## config.mk

```make
export PLATFORM = sky130hd
export DESIGN_NAME = key_conditioner_flat
export DESIGN_NICKNAME = d
export VERILOG_FILES = /design/src/rtl/key_conditioner_if.sv /design/src/rtl/key_conditioner.sv /design/src/flat_wrapper.sv
export SDC_FILE = /design/constraint.sdc
export NUM_CORES = 1
export LEC_CHECK = 0
export ABC_AREA = 1
export ABC_CLOCK_PERIOD_IN_PS = 2100
export BUFFER_PORTS_ARGS = -buffer_cell sky130_fd_sc_hd__buf_2
export CORE_UTILIZATION = 60
export DETAILED_ROUTE_END_ITERATION = 8
export PLACE_DENSITY = 0.85
export REMOVE_ABC_BUFFERS = 1
export SLEW_MARGIN = 20
export SYNTH_ARGS = -nofsm -noshare
export SYNTH_HDL_FRONTEND = slang
export SYNTH_SLANG_ARGS = --single-unit
export TNS_END_PERCENT = 5
```

## constraint.sdc

```tcl
create_clock -name CLOCK50 -period 2.1 [get_ports CLOCK50]
set_input_delay 0.21 -clock CLOCK50 [delete_from_list [all_inputs] [get_ports CLOCK50]]
set_output_delay 0.21 -clock CLOCK50 [all_outputs]
set_load 0.02 [all_outputs]
```

## src/rtl/key_conditioner_if.sv

```systemverilog
// Pushbutton/switch bundle between the board pins and the key conditioner.
interface key_conditioner_if;
    logic [3:0] KEY_n;
    logic [3:0] SW_raw;
    logic [3:0] KEY;
    logic [3:0] key_level;
    logic [3:0] SW;

    modport master (output KEY_n, output SW_raw, input KEY, input key_level, input SW);
    modport slave  (input KEY_n, input SW_raw, output KEY, output key_level, output SW);
endinterface

```

## src/rtl/key_conditioner.sv

```systemverilog
// Synchronises, debounces and pulse-encodes four pushbuttons; captures switches on save.
// Optional auto-repeat for held keys is enabled with `define KEY_AUTOREPEAT_EN.
module key_conditioner #(
    parameter int unsigned DEBOUNCE_CYCLES = 1000000,
    parameter int unsigned REPEAT_DELAY    = 25000000,
    parameter int unsigned REPEAT_PERIOD   = 10000000,
    parameter logic [3:0]  REPEAT_MASK     = 4'b0001
) (
    input  logic             CLOCK50,
    input  logic             reset_n,
    key_conditioner_if.slave bus
);
    localparam int unsigned N_KEYS  = 4;
    localparam int unsigned CNT_W   = 24;
    localparam int unsigned CNT_MAX = 32'h00FF_FFFF;

    if (DEBOUNCE_CYCLES == 0 || DEBOUNCE_CYCLES > CNT_MAX) begin : g_bad_cfg
        $error("key_conditioner: DEBOUNCE_CYCLES must be within 1..2^24-1");
    end

    typedef enum logic [1:0] {
        RELEASED     = 2'd0,
        PRESS_PEND   = 2'd1,
        HELD         = 2'd2,
        RELEASE_PEND = 2'd3
    } key_state_e;

    logic [N_KEYS-1:0] key_meta, key_sync;
    logic [N_KEYS-1:0] sw_meta, sw_sync;

    key_state_e        state_q [N_KEYS];
    key_state_e        state_d [N_KEYS];
    logic [CNT_W-1:0]  cnt_q   [N_KEYS];
    logic [CNT_W-1:0]  cnt_d   [N_KEYS];

    logic [N_KEYS-1:0] press_c;
    logic [N_KEYS-1:0] key_c;
    logic [N_KEYS-1:0] level_c;

`ifdef KEY_AUTOREPEAT_EN
    // Repeat intervals may exceed 24 bits (25M default), so these counters widen to fit.
    localparam int unsigned RPT_LONG = (REPEAT_DELAY > REPEAT_PERIOD) ? REPEAT_DELAY : REPEAT_PERIOD;
    localparam int unsigned RPT_NEED = $clog2(RPT_LONG + 1);
    localparam int unsigned RPT_W    = (RPT_NEED > CNT_W) ? RPT_NEED : CNT_W;

    logic [RPT_W-1:0]  rpt_cnt_q [N_KEYS];
    logic [RPT_W-1:0]  rpt_cnt_d [N_KEYS];
    logic [N_KEYS-1:0] rpt_first_q, rpt_first_d;
    logic [N_KEYS-1:0] rpt_c;
`endif

    function automatic logic [CNT_W-1:0] sat_inc(input logic [CNT_W-1:0] c);
        return (c == '1) ? c : c + CNT_W'(1);
    endfunction

    // Per-key debounce FSM next state, plus pulse arbitration.
    always_comb begin
        state_d = state_q;
        cnt_d   = cnt_q;
        press_c = '0;
        level_c = '0;
        key_c   = '0;
`ifdef KEY_AUTOREPEAT_EN
        rpt_cnt_d   = rpt_cnt_q;
        rpt_first_d = rpt_first_q;
        rpt_c       = '0;
`endif
        for (int i = 0; i < N_KEYS; i++) begin
            case (state_q[i])
                RELEASED: begin
                    if (!key_sync[i]) begin
                        state_d[i] = PRESS_PEND;
                        cnt_d[i]   = CNT_W'(1);
                    end
                end
                PRESS_PEND: begin
                    if (key_sync[i]) begin
                        state_d[i] = RELEASED;
                        cnt_d[i]   = '0;
                    end else if (cnt_q[i] == CNT_W'(DEBOUNCE_CYCLES)) begin
                        state_d[i] = HELD;
                        cnt_d[i]   = '0;
                        press_c[i] = 1'b1;
                    end else begin
                        cnt_d[i] = sat_inc(cnt_q[i]);
                    end
                end
                HELD: begin
                    if (key_sync[i]) begin
                        state_d[i] = RELEASE_PEND;
                        cnt_d[i]   = CNT_W'(1);
                    end
                end
                RELEASE_PEND: begin
                    if (!key_sync[i]) begin
                        state_d[i] = HELD;
                        cnt_d[i]   = '0;
                    end else if (cnt_q[i] == CNT_W'(DEBOUNCE_CYCLES)) begin
                        state_d[i] = RELEASED;
                        cnt_d[i]   = '0;
                    end else begin
                        cnt_d[i] = sat_inc(cnt_q[i]);
                    end
                end
                default: begin
                    state_d[i] = RELEASED;
                    cnt_d[i]   = '0;
                end
            endcase
            level_c[i] = (state_d[i] == HELD) || (state_d[i] == RELEASE_PEND);
`ifdef KEY_AUTOREPEAT_EN
            // Count cycles since the last pulse while HELD; any exit restarts the delay.
            if (state_d[i] == HELD) begin
                if (state_q[i] != HELD) begin
                    rpt_cnt_d[i]   = RPT_W'(1);
                    rpt_first_d[i] = 1'b1;
                end else if (rpt_cnt_q[i] == (rpt_first_q[i] ? RPT_W'(REPEAT_DELAY)
                                                             : RPT_W'(REPEAT_PERIOD))) begin
                    rpt_c[i]       = REPEAT_MASK[i];
                    rpt_cnt_d[i]   = RPT_W'(1);
                    rpt_first_d[i] = 1'b0;
                end else if (rpt_cnt_q[i] != '1) begin
                    rpt_cnt_d[i] = rpt_cnt_q[i] + RPT_W'(1);
                end
            end else begin
                rpt_cnt_d[i]   = '0;
                rpt_first_d[i] = 1'b1;
            end
`endif
        end
`ifdef KEY_AUTOREPEAT_EN
        key_c = press_c | rpt_c;
`else
        key_c = press_c;
`endif
        // A reset pulse wins: it blanks every other pulse in its cycle.
        if (key_c[1]) begin
            key_c = 4'b0010;
        end
    end

    always_ff @(posedge CLOCK50 or negedge reset_n) begin
        if (!reset_n) begin
            key_meta <= '1;
            key_sync <= '1;
            sw_meta  <= '0;
            sw_sync  <= '0;
            for (int i = 0; i < N_KEYS; i++) begin
                state_q[i] <= RELEASED;
                cnt_q[i]   <= '0;
            end
            bus.KEY       <= '0;
            bus.key_level <= '0;
            bus.SW        <= '0;
        end else begin
            key_meta <= bus.KEY_n;
            key_sync <= key_meta;
            sw_meta  <= bus.SW_raw;
            sw_sync  <= sw_meta;
            state_q  <= state_d;
            cnt_q    <= cnt_d;
            bus.KEY       <= key_c;
            bus.key_level <= level_c;
            if (key_c[3]) begin
                bus.SW <= sw_sync;
            end
        end
    end

`ifdef KEY_AUTOREPEAT_EN
    always_ff @(posedge CLOCK50 or negedge reset_n) begin
        if (!reset_n) begin
            for (int i = 0; i < N_KEYS; i++) begin
                rpt_cnt_q[i] <= '0;
            end
            rpt_first_q <= '1;
        end else begin
            rpt_cnt_q   <= rpt_cnt_d;
            rpt_first_q <= rpt_first_d;
        end
    end
`endif

endmodule

```

## src/flat_wrapper.sv

```systemverilog
// flat-port wrapper written by rule: the top's interface ports become plain ports
module key_conditioner_flat 
#(
    parameter int unsigned DEBOUNCE_CYCLES = 1000000,
    parameter int unsigned REPEAT_DELAY    = 25000000,
    parameter int unsigned REPEAT_PERIOD   = 10000000,
    parameter logic [3:0]  REPEAT_MASK     = 4'b0001
)
  (CLOCK50, reset_n, bus_KEY_n, bus_SW_raw, bus_KEY, bus_key_level, bus_SW);
  key_conditioner_if bus_i ();
  input  logic CLOCK50;
  input  logic reset_n;
  input wire logic [$bits(bus_i.KEY_n)-1:0] bus_KEY_n;
  input wire logic [$bits(bus_i.SW_raw)-1:0] bus_SW_raw;
  output wire logic [$bits(bus_i.KEY)-1:0] bus_KEY;
  output wire logic [$bits(bus_i.key_level)-1:0] bus_key_level;
  output wire logic [$bits(bus_i.SW)-1:0] bus_SW;
  assign bus_i.KEY_n = bus_KEY_n;
  assign bus_i.SW_raw = bus_SW_raw;
  assign bus_KEY = bus_i.KEY;
  assign bus_key_level = bus_i.key_level;
  assign bus_SW = bus_i.SW;
  key_conditioner #(.DEBOUNCE_CYCLES(DEBOUNCE_CYCLES), .REPEAT_DELAY(REPEAT_DELAY), .REPEAT_PERIOD(REPEAT_PERIOD), .REPEAT_MASK(REPEAT_MASK)) u_core (.CLOCK50(CLOCK50), .reset_n(reset_n), .bus(bus_i));
endmodule
```

Yosys cells after proc, flatten, opt, wreduce, memory -nomap -nowiden

Index checks and enable logic that the tools add are counted.

Register bits after elaboration: 132
Input port bits: 10
Output and inout bits: 12
Word-level logic and storage cells: 136

$add $sub $neg: 4
Equality and inequality tests: 36
Muxes and demuxes: 69
Reduce and logical (&&, ||, !) cells: 12

Operators by type and width:

| operator              | count |
|---|---|
| $mux 24               | 24 |
| $pmux 24 s4           | 4 |
| $add 24x1->24 const B | 4 |
| $eq 24x20->1 const B  | 4 |
| $eq 24x24->1 const B  | 4 |
| $mux 2                | 24 |
| $eq 2x2->1 const B    | 16 |
| $pmux 2 s4            | 4 |
| $mux 1                | 12 |
| $eq 2x1->1 const B    | 4 |
| $logic_not 2->1       | 4 |
| $ne 2x1->1 const B    | 4 |
| $ne 2x2->1 const B    | 4 |
| $reduce_and 2->1      | 4 |
| $logic_or 1x1->1      | 4 |
| $mux 4                | 1 |

Depth between registers and ports, before layout

Gate-level depths: netlist of run 1.

Depth in word-level cells: 6
Depth in mapped cells: 12
Mapped depth without buffers: 11

Worst setup path before layout of run 1

Ideal clock, no wire load.

Path kind: reg2reg
Start point: register u_core.cnt_q[72] in the netlist's numbering
End point: register u_core.cnt_q[94] in the netlist's numbering
Setup time: 118 ps
Arrival time: 1,480 ps
Required time: 1,982 ps
Slack: 502 ps
Stages on the path, launching flop included: 12
Buffers on the path: 1
Clock period less this slack: 1,598 ps
Cell sequence: dfrtp_1 ha_1 inv_1 nor2_2 nand2_2 nor2_4 nand3_4 buf_6 nand3_1 nand2_1 nand3_1 nand2_1

Cells in the longest elaborated chain, start to end: 5
Elaborated cells on any way between the ends: 8
Classes of those cells: add/sub: 1; eq/ne: 2; mux: 5

Ends and longest elaborated chain:

| element                                       | line                                         | source |
|---|---|---|
| from (decl)                                   | key_conditioner.sv:33                        | `logic [CNT_W-1:0] cnt_q [N_KEYS];` |
| from (signal assigned)                        | key_conditioner.sv:161                       | `cnt_q <= cnt_d;` |
| $add 24x1->24 or $eq 24x24->1 (tied branches) | key_conditioner.sv:53                        | `return (c == '1) ? c : c + CNT_W'(1);` |
| $mux 24                                       | key_conditioner.sv:53                        |  |
| $mux 24 *                                     | key_conditioner.sv:80, key_conditioner.sv:98 |  |
| $mux 24 (on tied branches)                    | key_conditioner.sv:95, key_conditioner.sv:77 |  |
| $pmux 24 s4 *                                 | key_conditioner.sv:69                        | `case (state_q[i])` |

Every way passes the cells marked *; elsewhere a longest branch is shown, timed or not.
A chain may end at the register's enable or synchronous reset.

Final worst setup path of run 1

Start point: register u_core.cnt_q[72] in the netlist's numbering
End point: register u_core.cnt_q[95] in the netlist's numbering

The elaborated chain is that of the path after synthesis.

==> results of run 1 <==
## worst max path at each step
stage | from | end | slack (ns) | cells past startpoint
after floorplan | u_core.cnt_q[72]$_DFFE_PN0P_ | u_core.cnt_q[74]$_DFFE_PN0P_ | 0.24 | 9
after global placement | u_core.key_sync[0]$_DFF_PN1_ | u_core.cnt_q[84]$_DFFE_PN0P_ | 0.07 | 9
after detailed placement | u_core.cnt_q[73]$_DFFE_PN0P_ | u_core.cnt_q[84]$_DFFE_PN0P_ | -0.05 | 10
after CTS | u_core.cnt_q[24]$_DFFE_PN0P_ | u_core.cnt_q[28]$_DFFE_PN0P_ | 0.11 | 10
after global routing | u_core.cnt_q[73]$_DFFE_PN0P_ | u_core.cnt_q[86]$_DFFE_PN0P_ | 0.007 | 10
final | u_core.cnt_q[72]$_DFFE_PN0P_ | u_core.cnt_q[95]$_DFFE_PN0P_ | 0.12 | 12
## worst max-delay path, delay by kind of cell (launching register included)
kind                       cells  cell delay, ns
and+or+nand+nor                8            0.86
buffers and inverters          3            0.42
DFF                            1            0.34
adders and majority gates      1            0.24
## synthesized netlist by cell type, drive strengths merged
library cell,count
o21a,2
a41oi,1
or2,1
a21oi,49
xor2,7
nand4,47
a31oi,1
buf,28
o21bai,2
o21ai,47
dfstp,8
clkinv,1
nor2,126
dfrtp,124
clkbuf,4
o22ai,2
and2,2
ha,8
nor3,44
nor3b,2
inv,134
a21boi,2
nand3,164
xnor2,2
o211ai,3
nand3b,6
nand2,358
## per-layer routing
metal / global-route usage [%] / part of all wire [%] / vias to the layer above
met2: 47.22 / 48 / 262
met1: 38.60 / 44 / 3793
met5: 0 / 0 / -
met4: 13.52 / 2.8 / 0
met3: 6.226 / 5.5 / 56
li1: - / - / 3966
## where the power goes
part           internal [mW]  switching, mW  leakage [nW]
combinational          0.115          0.216          2.29
sequential              2.59         0.0351          1.78
clock                   1.79           1.19         0.279
total                   4.49           1.45          4.35
## through the flow
stage	worst slack, ns	setup TNS, ns	instance area, um2	hold slack [ns]
after floorplan	0.2404	0	8115	-0.08559
after global placement	0.06964	0	8772	0.1349
after detailed placement	-0.04883	-0.1417	8772	0.1336
after CTS	0.1142	0	9457	0.2436
after global routing	0.006509	0	9484	0.2682
final	0.1160	0	9484	0.2375
## flip-flops by register name, indices dropped and copies added (netlist names)
signal and flops:
u_core.bus.SW 4, u_core.bus.KEY 4, u_core.key_meta 4, u_core.state_q 8
u_core.key_sync 4, u_core.sw_meta 4, u_core.bus.key_level 4, u_core.sw_sync 4
u_core.cnt_q 96
## repair_timing
item                       4_1_cts  5_1_grt
gates cloned                     0        1
setup endpoints to repair        6       29
hold endpoints to repair        42        0
hold buffers                     9        0
resized for setup                1        4
## final cells by class
type / count / area, um2 / area share (%)
clock inverters: 14 / 152.6 / 1.609
repair buffers: 70 / 534.3 / 5.633
inverters: 135 / 506.7 / 5.343
multi-input cells: 877 / 4318 / 45.53
clock buffers: 18 / 439.2 / 4.631
flip-flops and latches: 132 / 3313 / 34.93
well taps: 176 / 220.2 / 2.322
## logic make-up (layout without fill, tap and decap cells)
| kind of cell | count (synthesis) | in the layout | synth area share (%) |
|---|---|---|---|
| xor+xnor | 9 | 9 | 0.9456 |
| fa+ha+maj | 8 | 8 | 1.201 |
| simple gates | 750 | 751 | 42.47 |
| compound gates | 109 | 109 | 6.904 |
| flops | 132 | 132 | 39.74 |
| buf+inv | 167 | 237 | 8.735 |
==> results by group, run 1 <==
Run status
  • Outcome: finished clean

Critical path
  • Crit path launch type: flip-flop
  • Reg2Reg Depth: 12
  • Crit path cell chain: buf_4 > ha_1 > inv_1 > nor2_2 > nand2_2 > nor2_4 > nand3_4 > buf_4 > nand3_1 > nand2_1 > nand3_1 > nand2_1
  • Reg2Reg Launch Point: u_core.cnt_q[72]$_DFFE_PN0P_
  • CP arrival: 2.30 ns
  • Crit Path Category: flip-flop to flip-flop
  • Required @ worst endpoint: 2.42 ns
  • Slowest stage delay, CP: 0.34 ns
  • CP max-delay cell: dfrtp_1
  • RR Endpoint: u_core.cnt_q[95]$_DFFE_PN0P_
  • Worst setup EP type: flip-flop
  • CP Max Fanout: 10
  • R2R setup slack: 0.12 ns

STA
  • Hold Fails Final Rpt: 0
  • Max-Slew Margin vs Limit: 60.70%
  • Fin crit period: 1.984 ns
  • Fin crit share: 94.48%
  • Clk_skew: 0.005946 ns
  • Actual slew at the worst max-slew pin: 0.5889 ns
  • RSZ-0062 raised after global routing: false
  • Final Max Slew Viols: 0
  • F_max: 504.0 MHz
  • Final setup violation count: 0

Power and ir drop
  • Leak: 4.348 nW
  • PwrDens: 625.9 nW/um2
  • Overall power: 5.936 mW
  • Worst VDD drop: 638.0 uV

Routing
  • Post-DRT Antenna Nets: 0
  • Vias per cell: 5.680
  • DR WL/cell: 13.93 um
  • Iteration count of the initial detailed-routing pass: 7
  • Routed vias: 8077
  • Post-route DRC violation count: 0
  • DR iter-0 viols: 756
  • Total Wirelength: 19.81 mm

Placement
  • HPWL after DPL: 13.61 mm
  • Buffers on Ports: 21
  • Placer Congestion: 0.9077
  • Placed cell count: 1380

Layout
  • Most frequent cells in the layout: nand2_1 (344), nand3_1 (153), dfrtp_1 (124), inv_1 (123), nor2_1 (96)
  • # fillers: 1051
  • Final core occ: 70.78%
  • Layout cells sized above 1: 14.04%
  • Antenna Diode Count: 0
  • Most common cell after layout, fill and taps aside: nand2_1
  • Nets: 1251
  • Fin cells: 1422
  • Area Growth Syn to Fin: 13.76%

Global routing
  • Vias in the first global route: 7459
  • Global route total overflow: 0
  • First-pass GRT wire length: 33.84 mm
  • Largest net degree at the start of global routing: 58
  • All-layer global routing usage: 29.56%
  • Initial antenna violation count: 0

Job
  • MaxCap Viol Count: 0

Die
  • Core Area: 13400 um2
  • Number of cell rows: 42
  • Die height: 119.9 um
  • Die ar.: 14370 um2
  • Chip Width: 119.9 um
  • # IOs: 22
  • Initial Utilization: 62.21%

Synth
  • Synth top area share: 37.22%
  • Largest cells by area after synthesis: dfrtp_1 (37%), nand2_1 (15%), nand3_1 (9.2%)
  • Cell taking the most area after synthesis: dfrtp_1
  • #FFs+latches synth: 132
  • Register area share after synthesis: 39.74%
  • Synthesized area: 8337 um2
  • Post-synth cell types: 41
  • Synth Area per Inst: 7.095 um2
  • Synth Instances: 1175
  • Synthesis Warnings: 0

Clock network
  • Clock transition at path regs: 0.06 ns
  • CTS tree: done
  • Clock Sink Count: 132
  • Worst-Skew Late Latency: 0.44 ns
  • Longest Clk Path Bufs: 2
  • Root cell of the clock tree: clkbuf_16
  • Max H-tree Level: 4
  • Setup bufs post-CTS: 0
  • CTS Buf Count: 17

Hold path
  • Hold crit path type: primary input to asynchronous set/reset pin
Note: power is estimated with default switching activity, not from simulation.
==> run 2: changes to the inputs <==
--- a/config.mk
+++ b/config.mk
@@ -6,11 +6,11 @@
 export NUM_CORES = 1
 export LEC_CHECK = 0
 export ABC_AREA = 1
-export ABC_CLOCK_PERIOD_IN_PS = 2100
+export ABC_CLOCK_PERIOD_IN_PS = 2050
 export BUFFER_PORTS_ARGS = -buffer_cell sky130_fd_sc_hd__buf_2
-export CORE_UTILIZATION = 60
+export CORE_UTILIZATION = 35
 export DETAILED_ROUTE_END_ITERATION = 8
-export PLACE_DENSITY = 0.85
+export PLACE_DENSITY = 0.58
 export REMOVE_ABC_BUFFERS = 1
 export SLEW_MARGIN = 20
 export SYNTH_ARGS = -nofsm -noshare
==> constraint.sdc (replaced) <==
create_clock -name CLOCK50 -period 2.05 [get_ports CLOCK50]
set_input_delay 0.205 -clock CLOCK50 [delete_from_list [all_inputs] [get_ports CLOCK50]]
set_output_delay 0.205 -clock CLOCK50 [all_outputs]
set_load 0.02 [all_outputs]
==> run 2 against run 1 <==
Against the previous run: die area is 70% higher; global-route usage is 12 points lower; clock skew increased by 0.0017 ns; largest cell class unchanged; highest routed layer unchanged.
==> results by group, run 2 (synthesized netlist as in run 1, its figures left out) <==
Run status
  • Outcome: finished clean

Clock network
  • CTS tree: done
  • Root cell of the clock tree: clkbuf_16
  • CTS Buf Count: 17
  • Max H-tree Level: 4
  • Longest Clk Path Bufs: 2
  • Clock transition at path regs: 0.06 ns
  • Clock Sink Count: 132
  • Worst-Skew Late Latency: 0.42 ns

Die
  • Core Area: 23400 um2
  • Die height: 156.3 um
  • Initial Utilization: 35.62%
  • Die ar.: 24440 um2
  • Chip Width: 156.3 um
  • # IOs: 22
  • Number of cell rows: 56

Global routing
  • GR Util met2: 28.21%
  • First-pass GRT wire length: 33.84 mm
  • GR peak layer: met2
  • Met1 Use GR: 23.20%
  • Initial antenna violation count: 0
  • Largest net degree at the start of global routing: 60
  • Global route total overflow: 0
  • Vias in the first global route: 7045
  • All-layer global routing usage: 17.28%
  • Met3 global-route usage: 3.351%

Critical path
  • RR Endpoint: u_core.bus.KEY[3]$_DFF_PN0_
  • Slowest stage delay, CP: 0.41 ns
  • WP depth: 8
  • Worst setup EP type: flip-flop
  • Crit path cell chain: inv_1 > ha_1 > nand2_1 > nor2_1 > nand3_1 > nor2_1 > nand2_1 > nor3_1
  • Crit Path Category: flip-flop to flip-flop
  • CP arrival: 2.15 ns
  • CP Max Fanout: 6
  • R2R setup slack: 0.18 ns
  • Reg2Reg Launch Point: u_core.cnt_q[0]$_DFFE_PN0P_
  • WP buf/inv: 1
  • Reg2Reg Depth: 8
  • Crit path launch type: flip-flop
  • Required @ worst endpoint: 2.33 ns
  • CP max-delay cell: dfrtp_1
  • CP delay by family, top: simple AND/OR/NAND/NOR gates

Placement
  • HPWL after DPL: 14.48 mm
  • Placer Congestion: 0.8436
  • Buffers on Ports: 21
  • Placed cell count: 1508
  • Dpl cell area: 8851 um2

Routing
  • DR WL/cell: 12.78 um
  • DR iter-0 viols: 480
  • Post-route DRC violation count: 0
  • Routed vias: 7605
  • Vias per cell: 4.910
  • Iteration count of the initial detailed-routing pass: 5
  • Post-DRT Antenna Nets: 0
  • Total Wirelength: 19.80 mm

STA
  • Setup_tns: 0 ns
  • Max-Slew Margin vs Limit: 60.75%
  • Clk_skew: 0.007662 ns
  • Fin crit period: 1.868 ns
  • Final setup violation count: 0
  • Final Max Slew Viols: 0
  • F_max: 535.3 MHz
  • Actual slew at the worst max-slew pin: 0.5887 ns
  • Hold Fails Final Rpt: 0
  • RSZ-0062 raised after global routing: true
  • Fin crit share: 91.13%

Layout
  • # fillers: 2494
  • Layout cells sized above 1: 12.93%
  • Area Growth Syn to Fin: 13.99%
  • Biggest register: u_core.cnt_q
  • Fin cells: 1549
  • Max reg flops: 96
  • Finished Cell Area: 9503 um2
  • Antenna Diode Count: 0
  • Most common cell after layout, fill and taps aside: nand2_1
  • Most frequent cells in the layout: nand2_1 (344), nand3_1 (153), inv_1 (123), dfrtp_1 (123), nor2_1 (97)
  • Nets: 1235
  • Largest regs: u_core.cnt_q x96, u_core.state_q x8

Power and ir drop
  • Leak: 4.248 nW
  • PwrDens: 618.9 nW/um2
  • Worst VDD drop: 386.5 uV

Hold path
  • Hold crit path type: primary input to asynchronous set/reset pin

Job
  • MaxCap Viol Count: 0
[run 2: area by class of cell]
cell class                 instances  area, um2  share of cell area, %
multi-input combinational        876       4310                  45.36
clock inverter                    13      112.6                  1.185
clock buffer                      19      432.9                  4.556
timing repair buffer              55      426.7                  4.490
sequential                       132       3314                  34.88
inverter                         135      506.7                  5.332
tap                              319      399.1                  4.200
[run 2: timing repair]
action,4_1_cts,5_1_grt
hold buffers,9,0
setup endpoints to repair,0,34
hold endpoints to repair,59,0
setup buffers,0,0
resized for setup,0,5
[run 2: routing by layer]
metal	wire length, um	vias to the layer above
met5	0	-
met4	244	0
met3	744	20
met2	9095	121
met1	9717	3538
li1	-	3926
[run 2: how the worst max path moves through the flow]
stage	from	endpoint
after CTS	u_core.cnt_q[40]$_DFFE_PN0P_	u_core.cnt_q[34]$_DFFE_PN0P_
final	u_core.cnt_q[0]$_DFFE_PN0P_	u_core.bus.KEY[3]$_DFF_PN0_
after detailed placement	u_core.cnt_q[40]$_DFFE_PN0P_	u_core.cnt_q[28]$_DFFE_PN0P_
after global routing	u_core.cnt_q[0]$_DFFE_PN0P_	u_core.bus.KEY[3]$_DFF_PN0_
after floorplan	u_core.cnt_q[72]$_DFFE_PN0P_	u_core.cnt_q[74]$_DFFE_PN0P_
after global placement	u_core.cnt_q[24]$_DFFE_PN0P_	u_core.cnt_q[29]$_DFFE_PN0P_
[run 2: stage by stage]
stage          hold WS, ns  setup WS (ns)  power, mW  utilization [%]
2_1_floorplan     -0.09059         0.1904      2.891                -
3_3_place_gp        0.2278         0.1566      3.041            37.82
3_5_place_dp        0.2354         0.1207      3.045            37.82
4_1_cts             0.3437         0.1051      5.969            40.54
5_1_grt             0.3600       -0.01827      6.131            40.61
6_report            0.3274         0.1818      5.881            40.61
[run 2: where the power goes]
part	internal (mW)	leakage (nW)	switching, mW
sequential	2.65	1.78	0.0415
clock	1.66	0.263	1.21
combinational	0.103	2.21	0.208
==> run 3: changes to the inputs <==
--- a/config.mk
+++ b/config.mk
@@ -8,9 +8,10 @@
 export ABC_AREA = 1
 export ABC_CLOCK_PERIOD_IN_PS = 2050
 export BUFFER_PORTS_ARGS = -buffer_cell sky130_fd_sc_hd__buf_2
-export CORE_UTILIZATION = 35
+export CORE_MARGIN = 3
+export CORE_UTILIZATION = 50
 export DETAILED_ROUTE_END_ITERATION = 8
-export PLACE_DENSITY = 0.58
+export PLACE_DENSITY = 0.74
 export REMOVE_ABC_BUFFERS = 1
 export SLEW_MARGIN = 20
 export SYNTH_ARGS = -nofsm -noshare
==> run 3 against run 2 <==
Against the previous run: largest power group unchanged; worst hold slack lost 0.037 ns; critical path depth grew 2; sequential share of layout area grew 0.14 points; worst setup slack lost 0.018 ns; non-clock buffer count is the same; register-to-register slack lost 0.02 ns; cell count shrank 6.6%; global-route usage grew 4.8 points; power grew 8.2%; fmax shrank 0.98%; combinational power shrank 2%.
==> results by group, run 3 (synthesized netlist as in run 1, its figures left out) <==
Critical path
  • Crit Path Category: flip-flop to flip-flop
  • CP max-delay cell: dfrtp_1
  • Reg2Reg Launch Point: u_core.cnt_q[0]$_DFFE_PN0P_
  • CP Launch Point: u_core.cnt_q[0]$_DFFE_PN0P_
  • CP Max Fanout: 5
  • Worst Setup EP: u_core.cnt_q[20]$_DFFE_PN0P_
  • Slowest stage delay, CP: 0.39 ns
  • Worst setup EP type: flip-flop
  • Required @ worst endpoint: 2.38 ns
  • CP arrival: 2.22 ns
  • R2R setup slack: 0.16 ns
  • Reg2Reg Depth: 10
  • Crit path cell chain: ha_1 > nand2_2 > nor2_4 > buf_4 > nand3b_1 > nor2_1 > nand2_1 > o21ai_0 > nand2_1 > o21ai_0
  • RR Endpoint: u_core.cnt_q[20]$_DFFE_PN0P_
  • Crit path launch type: flip-flop

Layout
  • Nets: 1235
  • Antenna Diode Count: 0
  • Reg area: 3314 um2
  • Most frequent cells in the layout: nand2_1 (344), nand3_1 (153), inv_1 (123), dfrtp_1 (123), nor2_1 (96)
  • # fillers: 1485
  • Multi-input gate area: 4309 um2
  • Biggest register: u_core.cnt_q
  • Most common cell after layout, fill and taps aside: nand2_1
  • Final core occ: 58.73%
  • Finished Cell Area: 9465 um2
  • Largest regs: u_core.cnt_q x96, u_core.state_q x8
  • Max reg flops: 96
  • Layout cells sized above 1: 13.09%
  • Fin cells: 1446
  • Area Growth Syn to Fin: 13.54%

Global routing
  • All-layer global routing usage: 22.11%
  • Global route total overflow: 0
  • Vias in the first global route: 7168
  • First-pass GRT wire length: 33.44 mm
  • Initial antenna violation count: 0
  • Largest net degree at the start of global routing: 49

Clock network
  • Longest Clk Path Bufs: 2
  • Root cell of the clock tree: clkbuf_16
  • Worst-Skew Late Latency: 0.42 ns
  • CTS Buf Count: 17
  • Clock transition at path regs: 0.06 ns
  • Clock Sink Count: 132
  • Max H-tree Level: 4
  • CTS tree: done

Placement
  • Placer Congestion: 0.8877
  • Buffers on Ports: 21
  • Dpl ws: 0.1346 ns
  • Placed cell count: 1402
  • Dpl cell area: 8675 um2
  • HPWL after DPL: 13.55 mm

STA
  • Fin crit period: 1.887 ns
  • Final worst slack: 0.1633 ns
  • WHS: 0.2901 ns
  • Setup_tns: 0 ns
  • Hold Fails Final Rpt: 0
  • F_max: 530.0 MHz
  • Final setup violation count: 0
  • Fin crit share: 92.03%
  • Final Max Slew Viols: 0
  • Max-Slew Margin vs Limit: 53.05%
  • RSZ-0062 raised after global routing: false
  • Clk_skew: 0.008571 ns
  • Actual slew at the worst max-slew pin: 0.7035 ns

Die
  • Initial Utilization: 51.73%
  • Number of cell rows: 46
  • Chip Width: 135.1 um
  • Die ar.: 18260 um2
  • # IOs: 22
  • Die height: 135.1 um
  • Core Area: 16120 um2

Routing
  • Post-DRT Antenna Nets: 0
  • Routed vias: 7741
  • Met2 routed WL: 8.832 mm
  • Max Used Layer: met4
  • Post-route DRC violation count: 0
  • Iteration count of the initial detailed-routing pass: 6
  • M1 WL: 9.142 mm
  • Routed wl met3: 752 um
  • DR WL/cell: 13.20 um
  • DR iter-0 viols: 654
  • Vias per cell: 5.353
  • Total Wirelength: 19.09 mm

Job
  • MaxCap Viol Count: 0

Hold path
  • Hold crit path type: primary input to asynchronous set/reset pin

Power and ir drop
  • PwrDens: 672.4 nW/um2
  • Leak: 4.295 nW
  • Overall power: 6.365 mW
  • Worst VDD drop: 545.3 uV

Run status
  • Outcome: finished clean
[run 3: cell count changes in the layout (fill, tap and decap cells not counted), sizes merged]
| cell | before | now |
|---|---|---|
| bufinv | 1 | 5 |
| clkinv | 9 | 7 |
| clkinvlp | 3 | 1 |
| clkbuf | 19 | 20 |
| inv | 135 | 134 |
[run 3: cell type report]
cell class / count / area share (%)
Sequential cell: 132 / 35.02
Clock buffer: 20 / 4.825
Inverter: 135 / 5.354
Clock inverter: 12 / 2.141
Timing Repair Buffer: 55 / 4.283
Multi-Input combinational cell: 876 / 45.53
Tap cell: 216 / 2.855
[run 3: report_power, final]
part	switching, mW	internal, mW	leakage (nW)
clock	1.14	2.22	0.320
sequential	0.0402	2.65	1.78
combinational	0.206	0.100	2.20
[run 3: routing by layer]
layer	track usage, %	up-vias
li1	-	3923
met1	31.47	3621
met5	0	-
met4	7.895	0
met2	34.26	170
met3	3.651	27
[run 3: worst min-delay path by stage]
stage / start / end / depth (start not counted)
finish: reset_n / u_core.cnt_q[66]$_DFFE_PN0P_ / 2
global route: reset_n / u_core.cnt_q[59]$_DFFE_PN0P_ / 2
CTS: reset_n / u_core.cnt_q[66]$_DFFE_PN0P_ / 2
detailed placement: reset_n / u_core.cnt_q[66]$_DFFE_PN0P_ / 1
global placement: reset_n / u_core.cnt_q[66]$_DFFE_PN0P_ / 1
floorplan: reset_n / u_core.bus.KEY[0]$_DFF_PN0_ / 0
[run 3: critical path: cells and delay by family, from the launching register on]
family	cells	cell delay, ns
DFF	1	0.39
and+or+nand+nor	6	0.69
AOI/OAI and AO/OA	2	0.31
adders and majority gates	1	0.25
buffers and inverters	1	0.16
[run 3: what timing repair did]
action | CTS | global route
hold buffers | 9 | 0
buffers inserted | 0 | 3
hold endpoints to repair | 48 | 0
endpoints found under the setup margin | 0 | 29
gates resized for setup | 0 | 7
